`config.mk`:
```
export PLATFORM = sky130hd
export DESIGN_NAME = async_fifo
export DESIGN_NICKNAME = d
export VERILOG_FILES = /design/src/rtl/async_fifo.sv
export SDC_FILE = /design/constraint.sdc
export NUM_CORES = 1
export LEC_CHECK = 0
export CELL_PAD_IN_SITES_DETAIL_PLACEMENT = 1
export CELL_PAD_IN_SITES_GLOBAL_PLACEMENT = 2
export CORE_MARGIN = 2
export CORE_UTILIZATION = 40
export CTS_CLUSTER_SIZE = 14
export DETAILED_ROUTE_END_ITERATION = 10
export PLACE_DENSITY = 0.79
export RECOVER_POWER = 50
export SETUP_SLACK_MARGIN = 0.2
export SYNTH_ARGS = -nofsm -noshare
export SYNTH_HDL_FRONTEND = slang
export SYNTH_SLANG_ARGS = --single-unit
```
`constraint.sdc`:
```
create_clock -name clk -period 2.7 [get_ports clk]
set_input_delay 0.54 -clock clk [delete_from_list [all_inputs] [get_ports clk]]
set_output_delay 0.54 -clock clk [all_outputs]
set_load 0.02 [all_outputs]
```
`src/rtl/async_fifo.sv`:
```
// Same-clock FIFO that keeps the Gray-pointer / two-flop synchronizer structure of a dual-clock FIFO,
// so its flag latencies stay the same if the block is later split into two clock domains.
module async_fifo #(
  parameter int DATA_WIDTH = 8,
  parameter int ADDR_WIDTH = 4
) (
  input  logic                  clk,
  input  logic                  rst_n,
  input  logic                  wr_en,
  input  logic [DATA_WIDTH-1:0] wr_data,
  output logic                  full,
  input  logic                  rd_en,
  output logic [DATA_WIDTH-1:0] rd_data,
  output logic                  empty
);

  localparam int DEPTH = 1 << ADDR_WIDTH;

  logic [DATA_WIDTH-1:0] mem [DEPTH];

  logic [ADDR_WIDTH:0] wbin, wgray, rbin, rgray;
  logic [ADDR_WIDTH:0] wbin_next, wgray_next, rbin_next, rgray_next;
  logic [ADDR_WIDTH:0] wq1, wq2, rq1, rq2;
  logic                wr_ok, rd_ok;
  logic                full_next, empty_next;

  assign wr_ok = wr_en & ~full;
  assign rd_ok = rd_en & ~empty;

  assign wbin_next  = wbin + {{ADDR_WIDTH{1'b0}}, wr_ok};
  assign wgray_next = wbin_next ^ (wbin_next >> 1);
  assign rbin_next  = rbin + {{ADDR_WIDTH{1'b0}}, rd_ok};
  assign rgray_next = rbin_next ^ (rbin_next >> 1);

  // Full when the write pointer is one lap ahead: top two Gray bits inverted, rest equal.
  assign full_next  = (wgray_next == {~rq2[ADDR_WIDTH:ADDR_WIDTH-1], rq2[ADDR_WIDTH-2:0]});
  assign empty_next = (rgray_next == wq2);

  // Storage is deliberately left out of reset.
  always_ff @(posedge clk) begin
    if (wr_ok) mem[wbin[ADDR_WIDTH-1:0]] <= wr_data;
  end

  always_ff @(posedge clk or negedge rst_n) begin
    if (!rst_n) begin
      wbin  <= '0;
      wgray <= '0;
      rq1   <= '0;
      rq2   <= '0;
      full  <= 1'b0;
    end else begin
      wbin  <= wbin_next;
      wgray <= wgray_next;
      rq1   <= rgray;
      rq2   <= rq1;
      full  <= full_next;
    end
  end

  always_ff @(posedge clk or negedge rst_n) begin
    if (!rst_n) begin
      rbin    <= '0;
      rgray   <= '0;
      wq1     <= '0;
      wq2     <= '0;
      empty   <= 1'b1;
      rd_data <= '0;
    end else begin
      rbin  <= rbin_next;
      rgray <= rgray_next;
      wq1   <= wgray;
      wq2   <= wq1;
      empty <= empty_next;
      if (rd_ok) rd_data <= mem[rbin[ADDR_WIDTH-1:0]];
    end
  end

endmodule

```
==> results of run 1 <==
[metal layers]
metal	share of wire	track usage
met3	0.031	0.04271
met2	0.51	0.2755
met1	0.45	0.2131
met4	0.012	0.04386
met5	0	0
[per-stage QoR]
step                      cell area (sq um)  utilization  hold slack, ps  TNS (ps)  setup slack (ps)
after floorplan                        6778            -           244.4         0             225.8
after global placement                 7371       0.4445           333.6         0             60.53
after detailed placement               7371       0.4445           335.6    -68.43            -54.86
after CTS                              7941       0.4789           125.4         0             354.4
after global routing                   7933       0.4783           354.1         0             182.7
final                                  7933       0.4783           347.8         0             360.2
[cells by family after synthesis]
family          share of synthesized area
flops                              0.7445
mux                                0.1137
simple gates                      0.04375
fa+ha+maj                        0.009230
compound gates                    0.04154
xor+xnor                          0.03323
buf+inv                           0.01403
[registers in the layout, summed over array words and instances, names as in the netlist]
register	cells
full	1
wq2	5
rgray	4
mem	128
wgray	4
rd_data	8
wq1	5
rq2	5
rbin	5
empty	1
wbin	5
rq1	5
[worst min-delay path by stage]
stage	from	end	depth (start not counted)
floorplan	rst_n	full	0
CTS	rst_n	rbin[3]	1
detailed placement	wgray[3]	wq1[3]	0
global route	wq1[4]	wq2[4]	0
global placement	wgray[0]	wq1[0]	0
finish	wq1[4]	wq2[4]	0
[placed cells by master, fill, tap and decap left out, drive strengths merged, types with 4 or more instances in the layout]
cell type        n
edfxtp         128
dfrtp           47
mux2i           32
a22oi           25
buf             23
clkbuf          23
mux4            16
nor2            15
xor2            13
clkdlybuf4s50   12
nand2           10
inv             10
nand3            8
xnor2            8
mux2             8
o21ai            8
dlygate4sd3      8
ha               5
clkinv           5
nor3             4
[critical path, stage by stage]
cell and delay [ps]:
clkdlybuf4s50_1 460, nand2b_1 70, inv_1 80, ha_1 200
ha_1 230, nand3_1 110, xor2_1 170, or3_1 370
a2111oi_2 410
[final cells by class]
cell class                 count  area (sq um)
multi-input combinational    178          1637
clock buffer                  20         446.7
tap                          220         275.3
fill                        1594          8651
inverter                       5         18.77
clock inverter                12         123.9
sequential                   176          5047
timing repair buffer          46         384.1
[power groups by stage]
stage	sequential, W	clock, W	combinational [W]
final	0.00389	0.00236	0.00273
after global routing	0.00395	0.00252	0.00298
after CTS	0.00390	0.00241	0.00279
after detailed placement	0.00394	0	0.00278
after global placement	0.00391	0	0.00272
after floorplan	0.00385	0	0.00193
==> out/results.txt, run 1 <==
Static Leak: 2.863 nW
Highest ir drop seen on vdd: 0.0005812 V
Clock transition at path regs: 60 ps
Antenna-violating nets left: 0
Global Route Usage Sum: 0.1641
# nets final: 441
Psw: 0.002913 W
Crit Reg-Reg Endpoint: empty
Setup crit end: empty
Count of cell types in the netlist: 40
Top cells by area, synth: edfxtp_1, dfrtp_1, mux4_2, mux2i_1, a22oi_1
IO buf count: 21
GP Congestion: 0.7949
Mapped Cells: 373
Die area: 0.01800 sq mm
DRC violations left: 0
Critical Path Source Type: input pin
Internal reg-to-reg setup slack: 420 ps
Die X: 134.2 um
Starting DRT DRC Count: 237
Initial Util: 0.4087
Vias in the first global route: 3825
Dominant synthesized flop cell: edfxtp_1
Post-Syn Area: 0.006778 sq mm
Vias: 3411
CP Class: input pin to flip-flop
FF-to-FF path depth: 8
Site row count: 47
DRT Wirelength: 13.54 mm
H-tree depth: 4
Power Internal: 0.006063 W
Ys Warns: 0
Layout area overhead: 17.04%
TritonCTS clock tree: yes
Initial antenna violation count: 0
Seq cells post-synth: 176
Count leader, synth: edfxtp_1
Setup violators final: 0
Fin. Hold Viols: 0
Largest net degree at the start of global routing: 30
Fin crit share: 0.8666
Critical path peak fanout: 3
RSZ-0062 raised after global routing: no
Peak Freq: 0.4274 GHz
Hold buffers post-CTS: 0
Post-CTS Setup Repair Bufs: 0
Gate power share: 0.304
Post-cts repair resize count: 0
Drt pass-1 iters: 4
Pwr Total: 0.008976 W
Status: finished clean
Max-Slew Margin vs Limit: 0.05372
Slew Viols, Final: 0
P per Cell Area: 1132 mW/mm^2
CP required: 3000 ps
Routed vias/inst: 5.192
FFs w/ async S/R, synth: 0.2727
Antenna cells: 0
First-pass GRT wire length: 21.47 mm
Top post-synthesis cells by count: edfxtp_1, dfrtp_1, mux2i_1
Reg power frac: 0.433
Wire per inst: 20.61 um
Placed Cells: 625
Worst Max-Slew Pin Slew: 1419 ps
Number of CTS-inserted buffers: 17
Max cap viols: 0
Mean Syn Cell Area: 18.17 sq um
Later-pin clock latency in the skew report: 430 ps
Reg-to-Reg Start: empty
Num ports: 22
Post-synth top area cell: edfxtp_1
Fin crit period: 2340 ps
CP startpoint: rd_en
Syn_nets: 390
Grt ovf: 0
Sw frac: 0.3245
Setup Skew: 12.47 ps
Post-DP HPWL: 8.825 mm
Clock sinks: 176
Crit. End Element: flip-flop
Die Y: 134.2 um
Post-synth EDFFs: 128
Clock Tree Buf Depth: 2
Clock share of power: 0.263
Worst hold path class: flip-flop to flip-flop
Core area: 0.01658 sq mm
Post-synthesis sequential area ratio: 0.7445
Top cell type's share of synthesized area: 0.5671
Clk root buf: clkbuf_16
Critical path arrival: 2640 ps
Fraction of layout cells with a size suffix above 1: 0.1876
Non-filler instance count after layout: 657
Power figures use the tool's default switching activity.
==> run 2, diff against run 1 <==
--- a/config.mk
+++ b/config.mk
@@ -7,6 +7,7 @@
 export LEC_CHECK = 0
 export CELL_PAD_IN_SITES_DETAIL_PLACEMENT = 1
 export CELL_PAD_IN_SITES_GLOBAL_PLACEMENT = 2
+export CORE_ASPECT_RATIO = 1.4
 export CORE_MARGIN = 2
 export CORE_UTILIZATION = 40
 export CTS_CLUSTER_SIZE = 14
==> run 2 against run 1 <==
  * Non-clock buffer count increased by 2
  * Clock skew decreased by 4.6 ps
  * Critical path depth unchanged
  * Fmax increased by 0.71%
  * Utilization decreased by 0.085 points
  * Total power increased by 1.8%
==> out/results.txt, run 2 (synthesis results as in run 1) <==
Commonest cells after routing, fill and taps aside: edfxtp_1, dfrtp_1, mux2i_1, a22oi_1, buf_4
Buf/Inv on CP: 2
CP max-delay cell: clkdlybuf4s50_1
Fraction of layout cells with a size suffix above 1: 0.1982
Max incr delay on CP: 460 ps
Highest ir drop seen on vdd: 0.0005478 V
Post-cts repair resize count: 0
Most common cell on crit path: ha_1
Hold wc startpoint: wq1[2]
Number of CTS-inserted buffers: 17
Slew Viols, Final: 0
Hold buffers post-CTS: 0
CP required: 3020 ps
Grt ovf: 0
Vias in the first global route: 3867
Die area: 0.01802 sq mm
Routed vias/inst: 5.396
Critical path peak fanout: 3
Placed Cells: 610
Most common cell after layout, fill and taps aside: edfxtp_1
Starting DRT DRC Count: 187
Later-pin clock latency in the skew report: 430 ps
DRT Wirelength: 14.47 mm
Clk root buf: clkbuf_16
Static Leak: 2.887 nW
RSZ-0062 raised after global routing: no
Site row count: 56
CP delay by family, top: simple AND/OR/NAND/NOR gates
Post-CTS Setup Repair Bufs: 0
Worst hold path class: flip-flop to flip-flop
Layout fillers: 1589
Antenna cells: 0
Wire per inst: 22.54 um
Status: finished clean
Clock Tree Buf Depth: 2
GP Congestion: 0.7694
TritonCTS clock tree: yes
Clock sinks: 176
Max reg flops: 128
Fin crit share: 0.8605
First-pass GRT wire length: 22.67 mm
Vias: 3464
Critical path arrival: 2640 ps
Crit. End Element: flip-flop
Cell breakdown of the critical path: clkdlybuf4s50_1 > nand2b_1 > inv_1 > ha_1 > ha_1 > nand3_1 > xor2_1 > or3_1 > a2111oi_2
Layout area overhead: 17.48%
Reg-to-Reg Start: empty
H-tree depth: 4
Setup Skew: 7.887 ps
Num ports: 22
CP startpoint: rd_en
CP Class: input pin to flip-flop
Peak Freq: 0.4304 GHz
DRC violations left: 0
Fin. Hold Viols: 0
Worst hold slack: 351.3 ps
Register area: 0.005047 sq mm
Initial antenna violation count: 0
Fin crit period: 2323 ps
Max-Slew Margin vs Limit: 0.04909
Setup violators final: 0
Max cap viols: 0
Largest net degree at the start of global routing: 49
Core area: 0.01668 sq mm
Non-filler instance count after layout: 642
Multi-input logic area: 0.001637 sq mm
Die Y: 158.0 um
Critical Path Source Type: input pin
Global Route Usage Sum: 0.1750
Post-DP HPWL: 9.338 mm
Antenna-violating nets left: 0
# nets final: 443
Worst Max-Slew Pin Slew: 1426 ps
P per Cell Area: 1148 mW/mm^2
Die X: 114.0 um
IO buf count: 21
Drt pass-1 iters: 4
Initial Util: 0.4064
Clock transition at path regs: 60 ps
-- run 2: cell count changes in the layout (fill, tap and decap cells not counted), sizes merged --
| cell | delta |
|---|---|
| inv | +2 |
| buf | +4 |
| clkinvlp | +1 |
| clkbuf | -5 |
-- run 2: power by group --
group	switching, W	internal [W]
Clock	0.00108	0.00130
Sequential	0.000372	0.00351
Combinational	0.00159	0.00130
-- run 2: per-layer routing --
layer | GRT usage | vias up | wire length (um)
li1 | - | 1553 | -
met1 | 0.2105 | 1794 | 5758
met2 | 0.3005 | 88 | 7609
met3 | 0.04058 | 29 | 654
met4 | 0.07666 | 0 | 446
met5 | 0 | - | 0
-- run 2: cell type report --
cell class,count,share of cell area
Clock buffer,17,0.05343
Clock inverter,15,0.01870
Inverter,5,0.002357
Multi-Input combinational cell,178,0.2055
Sequential cell,176,0.6339
Tap cell,203,0.03190
Timing Repair Buffer,48,0.05421
-- run 2: metrics by stage --
| stage | setup slack [ps] | TNS, ps | utilization | total power [W] | area (sq um) |
|---|---|---|---|---|---|
| floorplan | 225.8 | 0 | - | 0.005782 | 6778 |
| global placement | 66.34 | 0 | 0.4431 | 0.006723 | 7390 |
| detailed placement | -90.37 | -90.37 | 0.4431 | 0.006849 | 7390 |
| CTS | 373.5 | 0 | 0.4776 | 0.009259 | 7964 |
| global route | 226.0 | 0 | 0.4775 | 0.009617 | 7963 |
| finish | 376.7 | 0 | 0.4775 | 0.009141 | 7963 |
-- run 2: path summary, 6_finish.rpt --
path                            to  slack, ps  cells past startpoint
max                          empty        380                      9
min                         wq2[2]        350                      0
max reg2reg                  empty        430                      8
min reg2reg                 wq2[2]        350                      0
max in group asynchronous  rbin[1]       1330                      1
min in group asynchronous   wq2[0]        440                      1
==> run 3, diff against run 2 <==
--- a/config.mk
+++ b/config.mk
@@ -12,7 +12,8 @@
 export CORE_UTILIZATION = 40
 export CTS_CLUSTER_SIZE = 14
 export DETAILED_ROUTE_END_ITERATION = 10
-export PLACE_DENSITY = 0.79
+export MAX_ROUTING_LAYER = met4
+export PLACE_DENSITY_LB_ADDON = 0.1
 export RECOVER_POWER = 50
 export SETUP_SLACK_MARGIN = 0.2
 export SYNTH_ARGS = -nofsm -noshare
==> run 3 against run 2 <==
  * Sequential power is essentially flat
  * Final area shrank 0.13%
  * Critical path depth shrank 1
  * The flow now finishes with violations (capacitance limit, slew limit)
  * Count of clock-buffer cells in the layout grew 3
  * Largest power group unchanged
  * Via count shrank 2.7%
  * Worst hold slack lost 2.1 ps
  * Sequential cell count is the same
  * Combinational power shrank 1%
  * First-iteration DRC count shrank 20%
==> out/results.txt, run 3 (synthesis results as in run 1) <==
TritonCTS clock tree: yes
Wire per inst: 22.38 um
# nets final: 443
Setup violators final: 0
Clock Tree Buf Depth: 2
Die Y: 158.0 um
CP Class: input pin to flip-flop
Area after DPL: 0.007377 sq mm
Reg-to-Reg Start: empty
Final TNS setup: 0 ps
Slew Viols, Final: 26
Internal reg-to-reg setup slack: 400 ps
Failing checks: capacitance limit, slew limit
DRT Wirelength: 14.37 mm
Non-filler instance count after layout: 642
Antenna-violating nets left: 0
Routed vias/inst: 5.249
Global Route Usage Sum: 0.1772
Highest ir drop seen on vdd: 0.0005219 V
DRC violations left: 0
P per Cell Area: 1147 mW/mm^2
Max-Slew Margin vs Limit: -0.04858
Psw: 0.002972 W
Static Leak: 2.889 nW
Vias in the first global route: 3678
Peak Freq: 0.4264 GHz
Starting DRT DRC Count: 150
Hold wc startpoint: rq1[3]
Worst hold stages: 0
Clk root buf: clkbuf_16
Die area: 0.01802 sq mm
Multi-input logic area: 0.001637 sq mm
Clock share of power: 0.261
Register area: 0.005047 sq mm
FF-to-FF path depth: 9
RSZ-0062 raised after global routing: no
Setup Skew: 7.270 ps
Status: finished, violations left
Most common cell after layout, fill and taps aside: edfxtp_1
Critical path peak fanout: 7
Max cap viols: 1
Fin area: 0.007953 sq mm
Power Internal: 0.006153 W
Gate power share: 0.312
Num ports: 22
Worst Max-Slew Pin Slew: 1573 ps
Crit Reg-Reg Endpoint: empty
Clock transition at path regs: 60 ps
Die X: 114.0 um
IO buf count: 21
Pwr Total: 0.009125 W
Commonest cells after routing, fill and taps aside: edfxtp_1, dfrtp_1, mux2i_1, a22oi_1, buf_4
CP required: 3030 ps
Later-pin clock latency in the skew report: 420 ps
Drt pass-1 iters: 4
Post-CTS Setup Repair Bufs: 0
Grt ovf: 0
Layout fillers: 1574
Post-DP HPWL: 9.448 mm
Max reg flops: 128
Crit. End Element: flip-flop
Number of CTS-inserted buffers: 17
Clock sinks: 176
Reg power frac: 0.427
Initial Util: 0.4064
Sw frac: 0.3257
Largest net degree at the start of global routing: 39
Site row count: 56
Vias: 3370
Fin. Hold Viols: 0
Fin crit share: 0.8686
Initial antenna violation count: 0
Post-cts repair resize count: 0
Hold buffers post-CTS: 0
Critical path arrival: 2680 ps
First-pass GRT wire length: 21.72 mm
Fraction of layout cells with a size suffix above 1: 0.1959
WHS Endpoint: rq2[3]
H-tree depth: 4
Fin crit period: 2345 ps
Worst hold path class: flip-flop to flip-flop
GP Congestion: 0.7242
Core area: 0.01668 sq mm
Layout area overhead: 17.33%
Antenna cells: 0
Critical Path Source Type: input pin
Placed Cells: 610
[run 3: changes by cell type in the layout (fill, tap and decap cells not counted), sizes merged]
| cell | before | now |
|---|---|---|
| clkbuf | 18 | 22 |
| buf | 27 | 26 |
| clkdlybuf4s50 | 12 | 11 |
| clkinv | 5 | 4 |
| clkinvlp | 2 | 1 |
| dlygate4sd3 | 8 | 9 |
| inv | 12 | 11 |
[run 3: how the worst max path moves through the flow]
stage | startpoint | to | slack, ps
global placement | wr_en | full | 50
CTS | empty | empty | 410
global route | wr_en | full | 230
finish | wr_en | full | 350
floorplan | empty | empty | 230
detailed placement | wr_en | full | 3
[run 3: layer usage]
| layer | up-vias | global-route usage | share of wire |
|---|---|---|---|
| met5 | - | - | 0 |
| met1 | 1767 | 0.2045 | 0.43 |
| met3 | 15 | 0.02718 | 0.017 |
| met4 | 0 | 0.07666 | 0.022 |
| met2 | 41 | 0.3073 | 0.53 |
| li1 | 1547 | - | - |
[run 3: metrics by stage]
step,util,hold WS (ps),worst slack (ps)
after global placement,0.4424,333.0,47.03
after detailed placement,0.4424,336.3,2.632
after floorplan,-,244.4,225.8
after global routing,0.4769,357.5,233.3
final,0.4769,349.2,354.7
after CTS,0.4771,155.1,408.9
[run 3: power groups by stage]
stage          Combinational (W)  Sequential, W  Clock (W)
3_3_place_gp             0.00288        0.00394          0
3_5_place_dp             0.00289        0.00397          0
2_1_floorplan            0.00193        0.00385          0
4_1_cts                  0.00292        0.00391    0.00244
6_report                 0.00285        0.00390    0.00238
5_1_grt                  0.00310        0.00396    0.00253
[run 3: cell type report]
type,instances,share of cell area
tap,203,0.03194
sequential,176,0.6347
timing repair buffer,48,0.05239
inverter,5,0.002360
clock inverter,12,0.01542
multi-input combinational,178,0.2058
clock buffer,20,0.05743
[run 3: critical path: stages]
cell           delay, ps
dlygate4sd3_1        520
nor2b_1              170
ha_1                 170
ha_1                 270
nand3_1              260
a21o_1               240
a311o_1              340
a22oi_1              160
